### src/rtl/dma_s2mm_ctrl_if.sv
// AXI4 write-address, write-data and write-response channels used by the
// S2MM controller; the master modport belongs to the controller.
interface dma_s2mm_ctrl_if #(
    parameter int unsigned DATA_WIDTH = 32,
    parameter int unsigned ADDR_WIDTH = 32
);
    logic [ADDR_WIDTH-1:0]   m_awaddr;
    logic [7:0]              m_awlen;
    logic [2:0]              m_awsize;
    logic [1:0]              m_awburst;
    logic                    m_awvalid;
    logic                    m_awready;

    logic [DATA_WIDTH-1:0]   m_wdata;
    logic [DATA_WIDTH/8-1:0] m_wstrb;
    logic                    m_wlast;
    logic                    m_wvalid;
    logic                    m_wready;

    logic [1:0]              m_bresp;
    logic                    m_bvalid;
    logic                    m_bready;

    modport master (
        output m_awaddr, m_awlen, m_awsize, m_awburst, m_awvalid,
        input  m_awready,
        output m_wdata, m_wstrb, m_wlast, m_wvalid,
        input  m_wready,
        input  m_bresp, m_bvalid,
        output m_bready
    );

    modport slave (
        input  m_awaddr, m_awlen, m_awsize, m_awburst, m_awvalid,
        output m_awready,
        input  m_wdata, m_wstrb, m_wlast, m_wvalid,
        output m_wready,
        output m_bresp, m_bvalid,
        input  m_bready
    );
endinterface

### src/rtl/dma_s2mm_ctrl.sv
// Stream-to-memory DMA: drains a FIFO into AXI4 INCR write bursts, splitting
// each transfer at MAX_BURST beats and at 4 KB address boundaries.
module dma_s2mm_ctrl #(
    parameter int unsigned DATA_WIDTH = 32,
    parameter int unsigned ADDR_WIDTH = 32,
    parameter int unsigned MAX_BURST  = 16
) (
    input  logic                  clk,
    input  logic                  reset_n,
    input  logic                  start,
    input  logic [ADDR_WIDTH-1:0] start_addr,
    input  logic [15:0]           xfer_len,
    output logic                  busy,
    output logic                  done,
    output logic                  error,
    output logic                  fifo_rd_en,
    input  logic [DATA_WIDTH-1:0] fifo_dout,
    input  logic                  fifo_empty,
    dma_s2mm_ctrl_if.master       m_axi
);
    localparam int unsigned BYTES = DATA_WIDTH / 8;
    localparam int unsigned SIZE  = (BYTES > 1) ? $clog2(BYTES) : 0;
    localparam logic [ADDR_WIDTH-1:0] ALIGN_MASK = ~ADDR_WIDTH'(BYTES - 1);

    localparam logic [1:0] S_IDLE = 2'd0;
    localparam logic [1:0] S_ADDR = 2'd1;
    localparam logic [1:0] S_DATA = 2'd2;
    localparam logic [1:0] S_RESP = 2'd3;

    logic [1:0]            state_q, state_d;
    logic [ADDR_WIDTH-1:0] addr_q, addr_d;
    logic [15:0]           rem_q, rem_d;
    logic [7:0]            awlen_q;
    logic [7:0]            beat_q, beat_d;
    logic                  done_q, done_d;
    logic                  error_q, error_d;

    logic                  wvalid;
    logic [8:0]            beats;
    logic [12:0]           room_bytes;
    logic [16:0]           room_words;
    logic [16:0]           burst_len;

    assign wvalid = (state_q == S_DATA) && !fifo_empty;
    assign beats  = {1'b0, awlen_q} + 9'd1;

    // Sized from the next-cycle address/remaining so awlen is ready on ADDR entry.
    always_comb begin
        room_bytes = 13'h1000 - {1'b0, addr_d[11:0]};
        room_words = 17'(room_bytes >> SIZE);
        burst_len  = 17'(MAX_BURST);
        if ({1'b0, rem_d} < burst_len) burst_len = {1'b0, rem_d};
        if (room_words < burst_len)    burst_len = room_words;
    end

    always_comb begin
        state_d = state_q;
        addr_d  = addr_q;
        rem_d   = rem_q;
        beat_d  = beat_q;
        done_d  = 1'b0;
        error_d = error_q;
        case (state_q)
            S_IDLE: begin
                if (start) begin
                    error_d = 1'b0;
                    if (xfer_len == 16'd0) begin
                        done_d = 1'b1;
                    end else begin
                        addr_d  = start_addr & ALIGN_MASK;
                        rem_d   = xfer_len;
                        state_d = S_ADDR;
                    end
                end
            end
            S_ADDR: begin
                if (m_axi.m_awready) begin
                    beat_d  = '0;
                    state_d = S_DATA;
                end
            end
            S_DATA: begin
                if (wvalid && m_axi.m_wready) begin
                    beat_d = beat_q + 8'd1;
                    if (beat_q == awlen_q) state_d = S_RESP;
                end
            end
            S_RESP: begin
                if (m_axi.m_bvalid) begin
                    addr_d = addr_q + (ADDR_WIDTH'(beats) << SIZE);
                    rem_d  = rem_q - 16'(beats);
                    if (m_axi.m_bresp != 2'b00) begin
                        error_d = 1'b1;
                        done_d  = 1'b1;
                        state_d = S_IDLE;
                    end else if (rem_d == '0) begin
                        done_d  = 1'b1;
                        state_d = S_IDLE;
                    end else begin
                        state_d = S_ADDR;
                    end
                end
            end
            default: state_d = S_IDLE;
        endcase
    end

    always_ff @(posedge clk or negedge reset_n) begin
        if (!reset_n) begin
            state_q <= S_IDLE;
            addr_q  <= '0;
            rem_q   <= '0;
            awlen_q <= '0;
            beat_q  <= '0;
            done_q  <= 1'b0;
            error_q <= 1'b0;
        end else begin
            state_q <= state_d;
            addr_q  <= addr_d;
            rem_q   <= rem_d;
            beat_q  <= beat_d;
            done_q  <= done_d;
            error_q <= error_d;
            if (state_d == S_ADDR && state_q != S_ADDR)
                awlen_q <= 8'(burst_len - 17'd1);
        end
    end

    assign busy       = (state_q != S_IDLE);
    assign done       = done_q;
    assign error      = error_q;
    assign fifo_rd_en = wvalid && m_axi.m_wready;

    assign m_axi.m_awaddr  = addr_q;
    assign m_axi.m_awlen   = awlen_q;
    assign m_axi.m_awsize  = 3'(SIZE);
    assign m_axi.m_awburst = 2'b01;
    assign m_axi.m_awvalid = (state_q == S_ADDR);
    assign m_axi.m_wdata   = fifo_dout;
    assign m_axi.m_wstrb   = '1;
    assign m_axi.m_wvalid  = wvalid;
    assign m_axi.m_wlast   = (state_q == S_DATA) && (beat_q == awlen_q);
    assign m_axi.m_bready  = (state_q == S_RESP);
endmodule

### src/flat_wrapper.sv
// flat-port wrapper written by rule: the top's interface ports become plain ports
module dma_s2mm_ctrl_flat 
#(
    parameter int unsigned DATA_WIDTH = 32,
    parameter int unsigned ADDR_WIDTH = 32,
    parameter int unsigned MAX_BURST  = 16
)
  (clk, reset_n, start, start_addr, xfer_len, busy, done, error, fifo_rd_en, fifo_dout, fifo_empty, m_axi_m_awaddr, m_axi_m_awlen, m_axi_m_awsize, m_axi_m_awburst, m_axi_m_awvalid, m_axi_m_awready, m_axi_m_wdata, m_axi_m_wstrb, m_axi_m_wlast, m_axi_m_wvalid, m_axi_m_wready, m_axi_m_bresp, m_axi_m_bvalid, m_axi_m_bready);
  dma_s2mm_ctrl_if #(.DATA_WIDTH(DATA_WIDTH), .ADDR_WIDTH(ADDR_WIDTH)) m_axi_i ();
  input  logic clk;
  input  logic reset_n;
  input  logic start;
  input  logic [ADDR_WIDTH-1:0] start_addr;
  input  logic [15:0] xfer_len;
  output logic busy;
  output logic done;
  output logic error;
  output logic fifo_rd_en;
  input  logic [DATA_WIDTH-1:0] fifo_dout;
  input  logic fifo_empty;
  output wire logic [$bits(m_axi_i.m_awaddr)-1:0] m_axi_m_awaddr;
  output wire logic [$bits(m_axi_i.m_awlen)-1:0] m_axi_m_awlen;
  output wire logic [$bits(m_axi_i.m_awsize)-1:0] m_axi_m_awsize;
  output wire logic [$bits(m_axi_i.m_awburst)-1:0] m_axi_m_awburst;
  output wire logic [$bits(m_axi_i.m_awvalid)-1:0] m_axi_m_awvalid;
  input wire logic [$bits(m_axi_i.m_awready)-1:0] m_axi_m_awready;
  output wire logic [$bits(m_axi_i.m_wdata)-1:0] m_axi_m_wdata;
  output wire logic [$bits(m_axi_i.m_wstrb)-1:0] m_axi_m_wstrb;
  output wire logic [$bits(m_axi_i.m_wlast)-1:0] m_axi_m_wlast;
  output wire logic [$bits(m_axi_i.m_wvalid)-1:0] m_axi_m_wvalid;
  input wire logic [$bits(m_axi_i.m_wready)-1:0] m_axi_m_wready;
  input wire logic [$bits(m_axi_i.m_bresp)-1:0] m_axi_m_bresp;
  input wire logic [$bits(m_axi_i.m_bvalid)-1:0] m_axi_m_bvalid;
  output wire logic [$bits(m_axi_i.m_bready)-1:0] m_axi_m_bready;
  assign m_axi_m_awaddr = m_axi_i.m_awaddr;
  assign m_axi_m_awlen = m_axi_i.m_awlen;
  assign m_axi_m_awsize = m_axi_i.m_awsize;
  assign m_axi_m_awburst = m_axi_i.m_awburst;
  assign m_axi_m_awvalid = m_axi_i.m_awvalid;
  assign m_axi_i.m_awready = m_axi_m_awready;
  assign m_axi_m_wdata = m_axi_i.m_wdata;
  assign m_axi_m_wstrb = m_axi_i.m_wstrb;
  assign m_axi_m_wlast = m_axi_i.m_wlast;
  assign m_axi_m_wvalid = m_axi_i.m_wvalid;
  assign m_axi_i.m_wready = m_axi_m_wready;
  assign m_axi_i.m_bresp = m_axi_m_bresp;
  assign m_axi_i.m_bvalid = m_axi_m_bvalid;
  assign m_axi_m_bready = m_axi_i.m_bready;
  dma_s2mm_ctrl #(.DATA_WIDTH(DATA_WIDTH), .ADDR_WIDTH(ADDR_WIDTH), .MAX_BURST(MAX_BURST)) u_core (.clk(clk), .reset_n(reset_n), .start(start), .start_addr(start_addr), .xfer_len(xfer_len), .busy(busy), .done(done), .error(error), .fifo_rd_en(fifo_rd_en), .fifo_dout(fifo_dout), .fifo_empty(fifo_empty), .m_axi(m_axi_i));
endmodule
### config.mk
export PLATFORM = sky130hd
export DESIGN_NAME = dma_s2mm_ctrl_flat
export DESIGN_NICKNAME = d
export VERILOG_FILES = /design/src/rtl/dma_s2mm_ctrl_if.sv /design/src/rtl/dma_s2mm_ctrl.sv /design/src/flat_wrapper.sv
export SDC_FILE = /design/constraint.sdc
export NUM_CORES = 1
export LEC_CHECK = 0
export CAP_MARGIN = 20
export CORE_UTILIZATION = 49
export CTS_CLUSTER_SIZE = 8
export DETAILED_ROUTE_END_ITERATION = 8
export PLACE_DENSITY = 0.82
export SLEW_MARGIN = 20
export SYNTH_ARGS = -nofsm -noshare
export SYNTH_HDL_FRONTEND = slang
export SYNTH_SLANG_ARGS = --single-unit
### constraint.sdc
create_clock -name clk -period 8.9 [get_ports clk]
set_input_delay 0.89 -clock clk [delete_from_list [all_inputs] [get_ports clk]]
set_output_delay 0.89 -clock clk [all_outputs]
set_load 0.01 [all_outputs]
Yosys cells after proc, flatten, opt, wreduce, memory -nomap -nowiden:

Index checks and enable logic that the tools add are counted.

* magnitude comparators: 2
* equal/unequal tests: 12
* reductions and logical operators: 15
* $add $sub $neg: 6
* mux-type cells: 32

Operator list (count)
* 2-to-1 mux 32 bit: 3
* 2-to-1 mux 16 bit: 4
* one-hot mux 32 bit (2 select lines): 1
* adder 32 x 11 -> 32 bit: 1
* logical NOT 16 bit: 2
* one-hot mux 16 bit (2 select lines): 1
* 2-to-1 mux 8 bit: 3
* < comparator 11 x 16 -> 1 bit: 1
* < comparator 16 x 5 -> 1 bit (second input constant): 1
* one-hot mux 8 bit (2 select lines): 1
* subtractor 16 x 9 -> 16 bit: 1
* 2-to-1 mux 2 bit: 7
* subtractor 13 x 12 -> 13 bit (first input constant): 1
* adder 8 x 1 -> 9 bit (second input constant): 1
* 2-to-1 mux 1 bit: 9
* adder 8 x 1 -> 8 bit (second input constant): 1
* equality test 8 bit: 1
* != test 2 bit (second input constant): 4
* one-hot mux 2 bit (4 select lines): 1
* AND reduction 4 bit: 2
* nonzero test 2 bit: 4
* subtractor 8 x 1 -> 8 bit (second input constant): 1
* != test 2 x 1 -> 1 bit (second input constant): 3
* equality test 2 x 1 -> 1 bit (second input constant): 2
* 6 further kinds: 11

* bits in registers: 68
* logic and storage cells: 75
* input bits: 89
* output and inout bits: 89

Longest topological paths before layout:

Gate-level depths: netlist of run 1.

* depth after elaboration: 9
* depth in mapped cells: 30
* mapped depth without buffers: 29

Worst setup path after synthesis of run 1:

OpenSTA, ideal clock, no wires.

* path kind: input to register
* start point: input port xfer_len[9]
* end point: register u_core.awlen_q[6] (netlist: u_core.m_axi.m_awlen[6])
* library setup time: 65 ps
* path slack: 2520 ps
* cell stages on the path: 22
* data required time: 8835 ps
* buffers on the path: 0
* arrival: 6315 ps
* path through: or4_1 o41a_1 a22oi_1 o221ai_1 nor3_1 nor3b_1 and2_1 nand2_1 nor2_1 and2_1 xor2_1 ha_1 a2111oi_0 o211ai_1 o21ai_0 a21oi_4 o21ai_0 ha_1 o21ai_0 or3_1 o211ai_1 mux2_2

* cells in the longest elaborated chain, start to end: 9
* elaborated cells between the ends (all ways): 18

RTL lines
* from (decl): RTL line flat_wrapper.sv:14 `input logic [15:0] xfer_len;`
* logical NOT 16 bit: RTL line dma_s2mm_ctrl.sv:67 `if (xfer_len == 16'd0) begin`
* 2-to-1 mux 16 bit: RTL line dma_s2mm_ctrl.sv:67
* 2-to-1 mux 16 bit: RTL line dma_s2mm_ctrl.sv:65 `if (start) begin`
* one-hot mux 16 bit (2 select lines): RTL line dma_s2mm_ctrl.sv:63 `case (state_q)`
* < comparator 16 x 5 -> 1 bit: RTL line dma_s2mm_ctrl.sv:52 `if ({1'b0, rem_d} < burst_len) burst_len = {1'b0, rem_d};`
* 2-to-1 mux 16 bit: RTL line dma_s2mm_ctrl.sv:52
* < comparator 11 x 16 -> 1 bit: RTL line dma_s2mm_ctrl.sv:53 `if (room_words < burst_len) burst_len = room_words;`
* 2-to-1 mux 8 bit: RTL line dma_s2mm_ctrl.sv:53
* subtractor 8 x 1 -> 8 bit: RTL line dma_s2mm_ctrl.sv:125 `awlen_q <= 8'(burst_len - 17'd1);`
* to (signal assigned): RTL line dma_s2mm_ctrl.sv:125
* to (decl): RTL line dma_s2mm_ctrl.sv:33 `logic [7:0] awlen_q;`

Parallel ways exist; a longest one is shown, timed or not. The select of a mux whose other input is x is not followed.
A chain may end at the register's enable or synchronous reset.

Worst setup path after layout of run 1:

* start point: input port xfer_len[9]
* end point: register u_core.awlen_q[6] (netlist: u_core.m_axi.m_awlen[6])

* elaborated cells between the ends (all ways): 18

RTL lines
* logical NOT 16 bit *: RTL line dma_s2mm_ctrl.sv:67
* 2-to-1 mux 32 bit *: RTL line dma_s2mm_ctrl.sv:67
* 2-to-1 mux 32 bit *: RTL line dma_s2mm_ctrl.sv:65
* one-hot mux 32 bit (2 select lines) *: RTL line dma_s2mm_ctrl.sv:63
* via u_core.addr_d[4]: RTL line dma_s2mm_ctrl.sv:31 `logic [ADDR_WIDTH-1:0] addr_q, addr_d;`
* subtractor 13 x 12 -> 13 bit *: RTL line dma_s2mm_ctrl.sv:49 `room_bytes = 13'h1000 - {1'b0, addr_d[11:0]};`
* < comparator 11 x 16 -> 1 bit: RTL line dma_s2mm_ctrl.sv:53
* 2-to-1 mux 8 bit *: RTL line dma_s2mm_ctrl.sv:53
* subtractor 8 x 1 -> 8 bit *: RTL line dma_s2mm_ctrl.sv:125

The timed path passes the listed nets; every way through them passes the cells marked *. The select of a mux whose other input is x is not followed.

==> out/results.ini, run 1 <==
[global_route]
grt_max_degree = 69
antenna_found_initial = 0
globalRouteMet3Util_pct = 5.52
grt_overflow = 0
groute.usage.overall_pct = 27.4
grt_pass1_vias = 5579
grt_pass1_wl_microns = 27900
grtUsageMet2_pct = 43.6
grt.busiest_layer = met2
grtUsageMet1_pct = 36.4

[floorplan]
fp.dieH_microns = 113
die_area_sq_um = 12900
die_w_microns = 113
core-area_sq_um = 12100
fp-row-count = 40
start_util_pct = 50.4
ioPinCount = 178

[timing]
tns_ns = 0
slew_violations = 0
slew_headroom_pct = 27.6
fmax_ghz = 0.130
finalSetupViolations = 0
rsz0062_at_grt = no
final-hold-violation-count = 0
finalCritPeriodShare_pct = 86.6
skew_ns = 0.00971
period_needed_ns = 7.71
worst_pin_slew_ns = 1.07

[logic_synthesis]
synth.top_cell.area_share_pct = 28.0
syn-mean-instance-area_sq_um = 8.05
async_reset_ff_share_pct = 100
yosysMostFrequentCell = nand2_1
syn_area_sq_um = 6080
ys.flop_type = dfrtp_1
ys_top_cells_by_count = nand2_1 (73), dfrtp_1 (68), o21ai_0 (54)
yosys_warnings = 0
syn_inst = 755
synth-edff-count = 0
ys_seq_area_share_pct = 28.0
ys_ff_latch = 68
ys_top_cells_by_area = dfrtp_1 (28%), ha_1 (7.2%), buf_4 (5.1%)
yosysTopAreaCell = dfrtp_1
ys_types = 76

[worst_setup_path]
worstPathMaxFanout = 14
critPathKind = in -> reg
crit_path_frequent_cell = o21ai_0
cp-start-kind = primary input
cp.arrival_ns = 7.99
crit_family = compound AO/OA/AOI/OAI gates
path_cells = clkdlybuf4s50_1, or4_1, o41ai_2, a21o_1, a221o_1, nor3_1, nor3b_1, and2_1, nand2_1, nor2_1, and2_1, xor2_1, ha_1, a2111oi_0, o211ai_1, o21ai_0, a21oi_4, o21ai_0, ha_1, o21ai_0, or3_1, o211ai_1, mux2_2
max_stage_delay_ns = 1.01
required_ns = 9.18
critPathBufInv = 1
slowest_stage = o41ai_2
crit_path_end_kind = flop
rrSetupSlack_ns = 1.32

[cells_and_area]
area_growth_syn_to_layout_pct = 19.3
register_area_sq_um = 1700
multi_input_area_sq_um = 3820
fill_cells = 1026
final_util_pct = 60.1
nets = 938
drive_gt1_share_pct = 5.63
final_cells = 985
n_antenna_cell = 0

[power]
finalPower_w = 0.00320
irDropWorstVdd_mv = 0.248
p_leak_nw = 3.06
p_per_area_nw_per_um2 = 441

[detailed_routing]
drt_pass1_iterations = 5
wl_microns = 17200
vias_per_cell = 6.02
postRouteAntennaNets = 0
vias = 5931
routedWlPerCell_microns = 17.5
drc = 0
dr.first_iter.drc_count = 725

[placed_design]
dp.cells = 969
dp_hpwl_microns = 12600
portBuffers = 102
gp_congestion = 1.01

[clocking]
cts_root_buf = clkbuf_16
clk_pin_slew_worst_paths_ns = 0.06
clock_path_buffers = 2
cts_tree = yes
clk_latency_ns = 0.34
cts_made_buffers = 9
hold_buffers = 0
clock_sinks = 68
post_cts_resized = 0
cts_setup_buffers = 0
h-tree-depth = 3

[status]
outcome = finished clean

[run]
max-cap-violations = 0

[min_path]
min_path_type = reg -> reg

cells by family (layout without fill, tap and decap cells):
family / count (synthesis) / after routing / share of synthesized area (%)
adder cells (fa/ha/maj): 37 / 37 / 7.86
AND/OR/NAND/NOR: 254 / 254 / 21.6
AO/OA/AOI/OAI: 226 / 226 / 25.2
buffers and inverters: 120 / 169 / 9.97
XOR/XNOR: 38 / 38 / 5.48
other: 2 / 15 / 0.124
multiplexers: 10 / 10 / 1.79
flip-flops: 68 / 68 / 28.0
metal layers:
layer	share of wire [%]	routed length, microns
met1	43	7480
met2	45	7730
met3	8.6	1490
met4	3.1	527
met5	0	0
worst paths after layout:
kind,start,end,depth (start not counted)
min in group asynchronous,reset_n,u_core.m_axi.m_awaddr[27]$_DFFE_PN0P_,2
max in group asynchronous,reset_n,u_core.m_axi.m_awaddr[14]$_DFFE_PN0P_,2
setup / recovery,xfer_len[9],u_core.m_axi.m_awlen[6]$_DFFE_PN0P_,23
setup reg to reg,u_core.m_axi.m_awlen[1]$_DFFE_PN0P_,u_core.m_axi.m_awlen[6]$_DFFE_PN0P_,26
hold reg to reg,u_core.beat_q[7]$_DFFE_PN0P_,u_core.beat_q[7]$_DFFE_PN0P_,1
hold / removal,u_core.beat_q[7]$_DFFE_PN0P_,u_core.beat_q[7]$_DFFE_PN0P_,1
flip-flops by register name, indices dropped and copies added (netlist names):
| register | flops |
|---|---|
| u_core.done | 1 |
| u_core.m_axi.m_awaddr | 32 |
| u_core.state_q | 2 |
| u_core.beat_q | 8 |
| u_core.m_axi.m_awlen | 8 |
| u_core.error | 1 |
| u_core.rem_q | 16 |
final cells by class:
type / instances / share of cell area, %
clock buffer: 11 / 3.21
clock inverter: 5 / 0.725
inverter: 44 / 2.28
multi-input combinational: 580 / 52.7
sequential: 68 / 23.5
tap: 168 / 2.90
timing repair buffer: 109 / 14.7
stage by stage:
step | cell area [sq um] | setup slack, ns | hold slack (ns)
final | 7250 | 1.19 | 0.514
after global routing | 7250 | 0.823 | 0.551
after CTS | 7250 | 1.36 | 0.510
after detailed placement | 6960 | 1.05 | 0.498
after global placement | 6960 | 1.22 | 0.496
after floorplan | 6130 | 2.52 | 0.474
placed cells by master (no fill, tap or decap), types with 9 or more instances in the layout:
cell type        synthesis  routed
o211ai_1                13      13
clkdlybuf4s50_1          0     101
xor2_1                  20      20
nand2b_1                10      10
inv_1                   44      44
and3_1                   9       9
nand3_1                 27      27
nand2_1                 73      73
a21oi_1                 42      42
o21ai_0                 54      54
nor3_1                  17      17
ha_1                    35      35
dfrtp_1                 68      68
conb_1                   2      15
xnor2_1                 18      18
nor2b_1                 12      12
nor2_1                  43      43
a22oi_1                  9       9
clkbuf_16                0       9
a21o_1                  11      11
o31ai_1                 17      17
report_power, final:
group          internal, W  total (W)  switching [W]
Combinational     0.000955    0.00229        0.00133
Clock             0.000216   0.000354       0.000138
Sequential        0.000414   0.000554       0.000140
Note: power is estimated with default switching activity, not from simulation.
==> inputs of run 2 (changes only) <==
Settings changed: PLACE_DENSITY 0.82 to 0.83.
==> run 2 against run 1 <==
- register-to-register slack better by 0.10 ns
- cell area increased by 1.5%
- first-iteration DRC count is 12% lower
- sequential cell count is the same
- critical path depth is 1 higher
- worst hold slack gained 0.015 ns
- global-route usage about the same
- clock-buffer cell count shrank 2
- wire length rose by 0.48%
- die area unchanged
- sequential share of layout area down 0.35 points
==> out/results.ini, run 2 (synthesis results as in run 1) <==
[clocking]
cts_tree = yes
cts_made_buffers = 9  ; unchanged
h-tree-depth = 3  ; unchanged
cts_root_buf = clkbuf_16
hold_buffers = 0  ; unchanged
clock_sinks = 68  ; unchanged
clock_path_buffers = 2  ; unchanged
cts_setup_buffers = 0  ; unchanged
clk_pin_slew_worst_paths_ns = 0.06  ; about the same
clk_latency_ns = 0.35  ; about the same
post_cts_resized = 0  ; unchanged

[floorplan]
die_area_sq_um = 12900  ; unchanged
fp.dieH_microns = 113  ; unchanged
core-area_sq_um = 12100  ; unchanged
start_util_pct = 50.4  ; unchanged
fp-row-count = 40  ; unchanged
ioPinCount = 178  ; unchanged
die_w_microns = 113  ; unchanged

[cells_and_area]
n_antenna_cell = 0  ; unchanged
nets = 939  ; +0.11%
layout_common_cells = clkdlybuf4s50_1 (101), nand2_1 (73), dfrtp_1 (68)
largest_reg_flops = 32  ; unchanged
final_common_cell = clkdlybuf4s50_1
area_growth_syn_to_layout_pct = 21.1
drive_gt1_share_pct = 5.99  ; +0.36 points

[worst_setup_path]
slowest_stage = o41a_1
worstReg2RegEnd = u_core.m_axi.m_awlen[6]$_DFFE_PN0P_
crit_path_frequent_cell = o21ai_0
cp.arrival_ns = 7.80  ; -0.19 ns
rrSetupSlack_ns = 1.42  ; +0.10 ns
rr_worst_depth = 25  ; -3.8%
critPathKind = in -> reg
path_cells = clkdlybuf4s50_1, or4_1, o41a_1, a22oi_1, o221ai_1, nor3_1, buf_4, nor3b_1, and2_1, nand2_1, nor2_1, and2_1, xor2_1, ha_1, a2111oi_0, o211ai_1, o21ai_0, a21oi_4, o21ai_0, ha_1, o21ai_0, or3_1, o211ai_1, mux2_2
rr_startpoint = u_core.m_axi.m_awlen[0]$_DFFE_PN0P_
required_ns = 9.19  ; about the same
worstPathMaxFanout = 9  ; -5
crit_family = compound AO/OA/AOI/OAI gates
critPathBufInv = 2  ; +1
cp-start-kind = primary input
crit_path_end_kind = flop
max_stage_delay_ns = 0.63  ; -0.38 ns

[global_route]
grt_overflow = 0  ; unchanged
grt_pass1_wl_microns = 27600  ; -1.2%
groute.usage.overall_pct = 27.4  ; -0.035 points
antenna_found_initial = 0  ; unchanged
grt_pass1_vias = 5453  ; -2.3%
grt_max_degree = 69  ; unchanged

[detailed_routing]
routedWlPerCell_microns = 17.6  ; +0.37%
vias_per_cell = 6.06  ; +0.64%
drc = 0  ; unchanged
dr.first_iter.drc_count = 635  ; -12%
wl_microns = 17300  ; +0.48%
vias = 5975  ; +0.74%
drt_pass1_iterations = 6  ; +1
postRouteAntennaNets = 0  ; unchanged

[min_path]
worstHoldStart = u_core.m_axi.m_awaddr[1]$_DFF_PN0_
min_path_type = reg -> reg
whs_path_depth = 1  ; unchanged
whs_endpoint = u_core.m_axi.m_awaddr[1]$_DFF_PN0_

[timing]
period_needed_ns = 7.51  ; -0.197 ns
skew_ns = 0.00630  ; -0.00341 ns
fmax_ghz = 0.133  ; +2.6%
slew_headroom_pct = 38.6  ; +11 points
finalCritPeriodShare_pct = 84.4  ; -2.2 points
finalSetupViolations = 0  ; unchanged
rsz0062_at_grt = no
worst_pin_slew_ns = 0.914  ; -0.160 ns
setup_ws_ns = 1.39  ; +0.197 ns
final-hold-violation-count = 0  ; unchanged
slew_violations = 0  ; unchanged
tns_ns = 0  ; unchanged

[placed_design]
dp_hpwl_microns = 12600  ; about the same
portBuffers = 102  ; unchanged
place_ws_ns = 1.13  ; +0.0765 ns
gp_congestion = 0.953  ; -5.4%

[status]
outcome = finished clean

[power]
p_leak_nw = 3.11  ; +1.7%
p_per_area_nw_per_um2 = 451  ; +2.2%
irDropWorstVdd_mv = 0.283  ; +14%

[run]
max-cap-violations = 0  ; unchanged

run 2: area by class of cell:
cell class | instances | area (sq um)
Clock buffer | 9 | 225
Tap cell | 168 | 210
Inverter | 44 | 165
Multi-Input combinational cell | 580 | 3820
Sequential cell | 68 | 1700
Timing Repair Buffer | 110 | 1080
Fill cell | 1064 | 4700
Clock inverter | 7 | 163
run 2: worst reg2reg max path: cells and delay by family, from the launching register on:
| family | cells | cell delay [ns] |
|---|---|---|
| fa+ha+maj | 4 | 1.22 |
| buf+inv | 2 | 0.13 |
| flops | 1 | 0.44 |
| xor+xnor | 2 | 0.44 |
| compound gates | 11 | 2.79 |
| simple gates | 5 | 2.25 |
| mux | 1 | 0.16 |
run 2: power breakdown:
part           total [W]  leakage (nW)  switching, W  internal (W)
clock network   0.000477         0.186      0.000147      0.000330
registers       0.000554         0.904      0.000139      0.000414
logic            0.00229          2.02       0.00133      0.000962
run 2: how the worst max path moves through the flow:
stage | cells past startpoint | slack (ns) | end | from
after floorplan | 22 | 2.52 | u_core.m_axi.m_awlen[6]$_DFFE_PN0P_ | xfer_len[9]
after detailed placement | 24 | 1.13 | u_core.m_axi.m_awlen[6]$_DFFE_PN0P_ | xfer_len[1]
final | 24 | 1.39 | u_core.m_axi.m_awlen[6]$_DFFE_PN0P_ | xfer_len[9]
after CTS | 25 | 1.46 | u_core.m_axi.m_awlen[6]$_DFFE_PN0P_ | u_core.m_axi.m_awlen[0]$_DFFE_PN0P_
after global routing | 24 | 0.90 | u_core.m_axi.m_awlen[6]$_DFFE_PN0P_ | xfer_len[1]
after global placement | 24 | 1.30 | u_core.m_axi.m_awlen[6]$_DFFE_PN0P_ | xfer_len[9]
run 2: per-stage QoR:
| step | hold WS (ns) | power, W | util [%] | cells | instance area, sq um |
|---|---|---|---|---|---|
| 5_1_grt | 0.559 | 0.00356 | 61.0 | 986 | 7360 |
| 2_1_floorplan | 0.474 | 0.00216 | - | 768 | 6130 |
| 3_5_place_dp | 0.514 | 0.00278 | 57.8 | 970 | 6970 |
| 6_report | 0.530 | 0.00332 | 61.0 | 986 | 7360 |
| 4_1_cts | 0.524 | 0.00329 | 61.0 | 986 | 7360 |
| 3_3_place_gp | 0.494 | 0.00274 | 57.8 | 970 | 6970 |
run 2: layer usage:
layer / vias to the layer above / GRT usage, % / wire length, microns
met1: 2819 / 35.7 / 7520
li1: 2814 / - / -
met5: - / 0 / 0
met3: 48 / 4.98 / 1360
met4: 0 / 12.5 / 557
met2: 294 / 44.2 / 7860
==> inputs of run 3 (changes only) <==
Settings changed: CORE_UTILIZATION 49 to 44, PLACE_DENSITY 0.83 to 0.79.
Clock period 8.9 ns to 6.35 ns, I/O delays scaled along.
==> run 3 against run 2 <==
- final cell count up 11%
- register-to-register slack lost 1.3 ns
- cell area is 13% higher
- power grew 63%
- combinational power up 81%
- sequential share of layout area decreased by 2.6 points
- critical path depth increased by 6
- worst hold slack worse by 0.016 ns
- highest routed layer unchanged
==> out/results.ini, run 3 (synthesis results as in run 1) <==
[detailed_routing]
routedWlPerCell_microns = 17.5  ; -0.41%
dr.first_iter.drc_count = 649  ; +2.2%
drt_pass1_iterations = 5  ; -1
wl_microns = 19200  ; +11%
postRouteAntennaNets = 0  ; unchanged
vias = 6309  ; +5.6%
drc = 0  ; unchanged
vias_per_cell = 5.75  ; -5.2%

[floorplan]
fp-row-count = 42  ; +5.0%
die_area_sq_um = 14300  ; +11%
core-area_sq_um = 13300  ; +11%
die_w_microns = 120  ; +5.4%
start_util_pct = 45.5  ; -4.9 points
ioPinCount = 178  ; unchanged
fp.dieH_microns = 120  ; +5.4%

[status]
outcome = finished clean

[power]
p_per_area_nw_per_um2 = 651  ; +44%
p_leak_nw = 3.61  ; +16%
irDropWorstVdd_mv = 0.524  ; +85%
finalPower_w = 0.00541  ; +63%

[worst_setup_path]
crit_family = simple AND/OR/NAND/NOR gates
slowest_stage = or4_4
critPathKind = reg -> reg
cp.arrival_ns = 6.49  ; -1.31 ns
max_stage_delay_ns = 0.51  ; -0.12 ns
worstPathMaxFanout = 5  ; -4
crit_path_end_kind = flop
cp-start-kind = flop
required_ns = 6.63  ; -2.56 ns
critPathBufInv = 4  ; +2

[timing]
slew_violations = 0  ; unchanged
final-hold-violation-count = 0  ; unchanged
finalCritPeriodShare_pct = 97.9
finalSetupViolations = 0  ; unchanged
skew_ns = 0.00371  ; -0.00259 ns
slew_headroom_pct = 38.6  ; about the same
rsz0062_at_grt = yes
worst_pin_slew_ns = 0.921  ; +0.00745 ns
period_needed_ns = 6.22
fmax_ghz = 0.161
tns_ns = 0  ; unchanged
fin_hold_ws_ns = 0.514  ; -0.0158 ns

[cells_and_area]
fill_cells = 1136  ; +6.8%
fin_area_sq_um = 8310  ; +13%
largest_reg_flops = 32  ; unchanged
nets = 1045  ; +11%
n_antenna_cell = 0  ; unchanged
final_cells = 1098  ; +11%
area_growth_syn_to_layout_pct = 36.7
final_common_cell = buf_4
layout_common_cells = buf_4 (110), clkdlybuf4s50_1 (101), nand2_1 (72)
drive_gt1_share_pct = 20.2  ; +14 points

[global_route]
grt_pass1_vias = 5787  ; +6.1%
grt_overflow = 0  ; unchanged
grt_max_degree = 69  ; unchanged
grt_pass1_wl_microns = 29900  ; +8.5%
groute.usage.overall_pct = 26.3  ; -1.1 points
antenna_found_initial = 0  ; unchanged

[run]
max-cap-violations = 0  ; unchanged

[clocking]
clock_sinks = 68  ; unchanged
cts_root_buf = clkbuf_16
hold_buffers = 0  ; unchanged
cts_made_buffers = 9  ; unchanged
clk_pin_slew_worst_paths_ns = 0.05  ; about the same
cts_tree = yes
h-tree-depth = 3  ; unchanged
clock_path_buffers = 2  ; unchanged
clk_latency_ns = 0.34  ; about the same

[placed_design]
gp_congestion = 0.906  ; -5.0%
place_area_sq_um = 7680  ; +10%
dp.cells = 1069  ; +10%
portBuffers = 102  ; unchanged
dp_hpwl_microns = 14000  ; +11%

[min_path]
min_path_type = in -> async

## run 3: cell types whose count changed in the layout (fill, tap and decap cells not counted), sizes merged
| cell | before | now |
|---|---|---|
| clkbuf | 9 | 13 |
| bufinv | 5 | 0 |
| buf | 9 | 115 |
| clkinv | 1 | 0 |
## run 3: through the flow
| step | setup WS, ns | utilization [%] |
|---|---|---|
| after CTS | 0.00802 | 59.7 |
| after detailed placement | -0.189 | 57.5 |
| after floorplan | 0.000136 | - |
| final | 0.133 | 62.2 |
| after global placement | -0.134 | 57.5 |
| after global routing | -0.143 | 62.2 |
## run 3: path summary, 6_finish.rpt
| kind | from | to | slack, ns | cells after the start |
|---|---|---|---|---|
| max in group asynchronous | reset_n | u_core.m_axi.m_awlen[2]$_DFFE_PN0P_ | 5.18 | 2 |
| worst min register to register | u_core.beat_q[7]$_DFFE_PN0P_ | u_core.beat_q[7]$_DFFE_PN0P_ | 0.52 | 1 |
| worst min-delay path | reset_n | u_core.m_axi.m_awaddr[28]$_DFFE_PN0P_ | 0.51 | 2 |
| worst max-delay path | u_core.m_axi.m_awlen[0]$_DFFE_PN0P_ | u_core.m_axi.m_awlen[6]$_DFFE_PN0P_ | 0.13 | 30 |
| min in group clk | u_core.beat_q[7]$_DFFE_PN0P_ | u_core.beat_q[7]$_DFFE_PN0P_ | 0.52 | 1 |
| worst max register to register | u_core.m_axi.m_awlen[0]$_DFFE_PN0P_ | u_core.m_axi.m_awlen[6]$_DFFE_PN0P_ | 0.13 | 30 |
## run 3: timing repair
| item | in CTS | in global routing |
|---|---|---|
| gates resized for setup | 4 | 47 |
| pin swaps | 1 | 26 |
| endpoints found under the setup margin | 2 | 7 |
| setup buffers | 1 | 14 |
## run 3: final cells by class
cell class                      instances  area [sq um]  area share, %
Multi-Input combinational cell        580          4050           48.7
Inverter                               44           165           1.99
Timing Repair Buffer                  216          1900           22.8
Tap cell                              176           220           2.65
Sequential cell                        68          1700           20.5
Clock inverter                          1          7.51         0.0904
Clock buffer                           13           270           3.25
## run 3: power by group
part / switching, W / total [W] / internal [W]
combinational: 0.00213 / 0.00415 / 0.00202
clock: 0.000187 / 0.000479 / 0.000292
sequential: 0.000197 / 0.000778 / 0.000581
## run 3: worst reg2reg max path, delay by kind of cell (launching register included)
family | cells | cell delay, ns
AND/OR/NAND/NOR | 11 | 2.80
flip-flops | 1 | 0.41
AO/OA/AOI/OAI | 10 | 1.37
buffers and inverters | 4 | 0.42
adder cells (fa/ha/maj) | 3 | 0.74
XOR/XNOR | 1 | 0.22
multiplexers | 1 | 0.17
## run 3: routing by layer
layer / up-vias / global-route usage (%) / part of all wire, %
li1: 3021 / - / -
met4: 0 / 7.42 / 2.4
met5: - / 0 / 0
met3: 38 / 4.18 / 7.6
met1: 2954 / 36.5 / 44
met2: 296 / 42.2 / 46
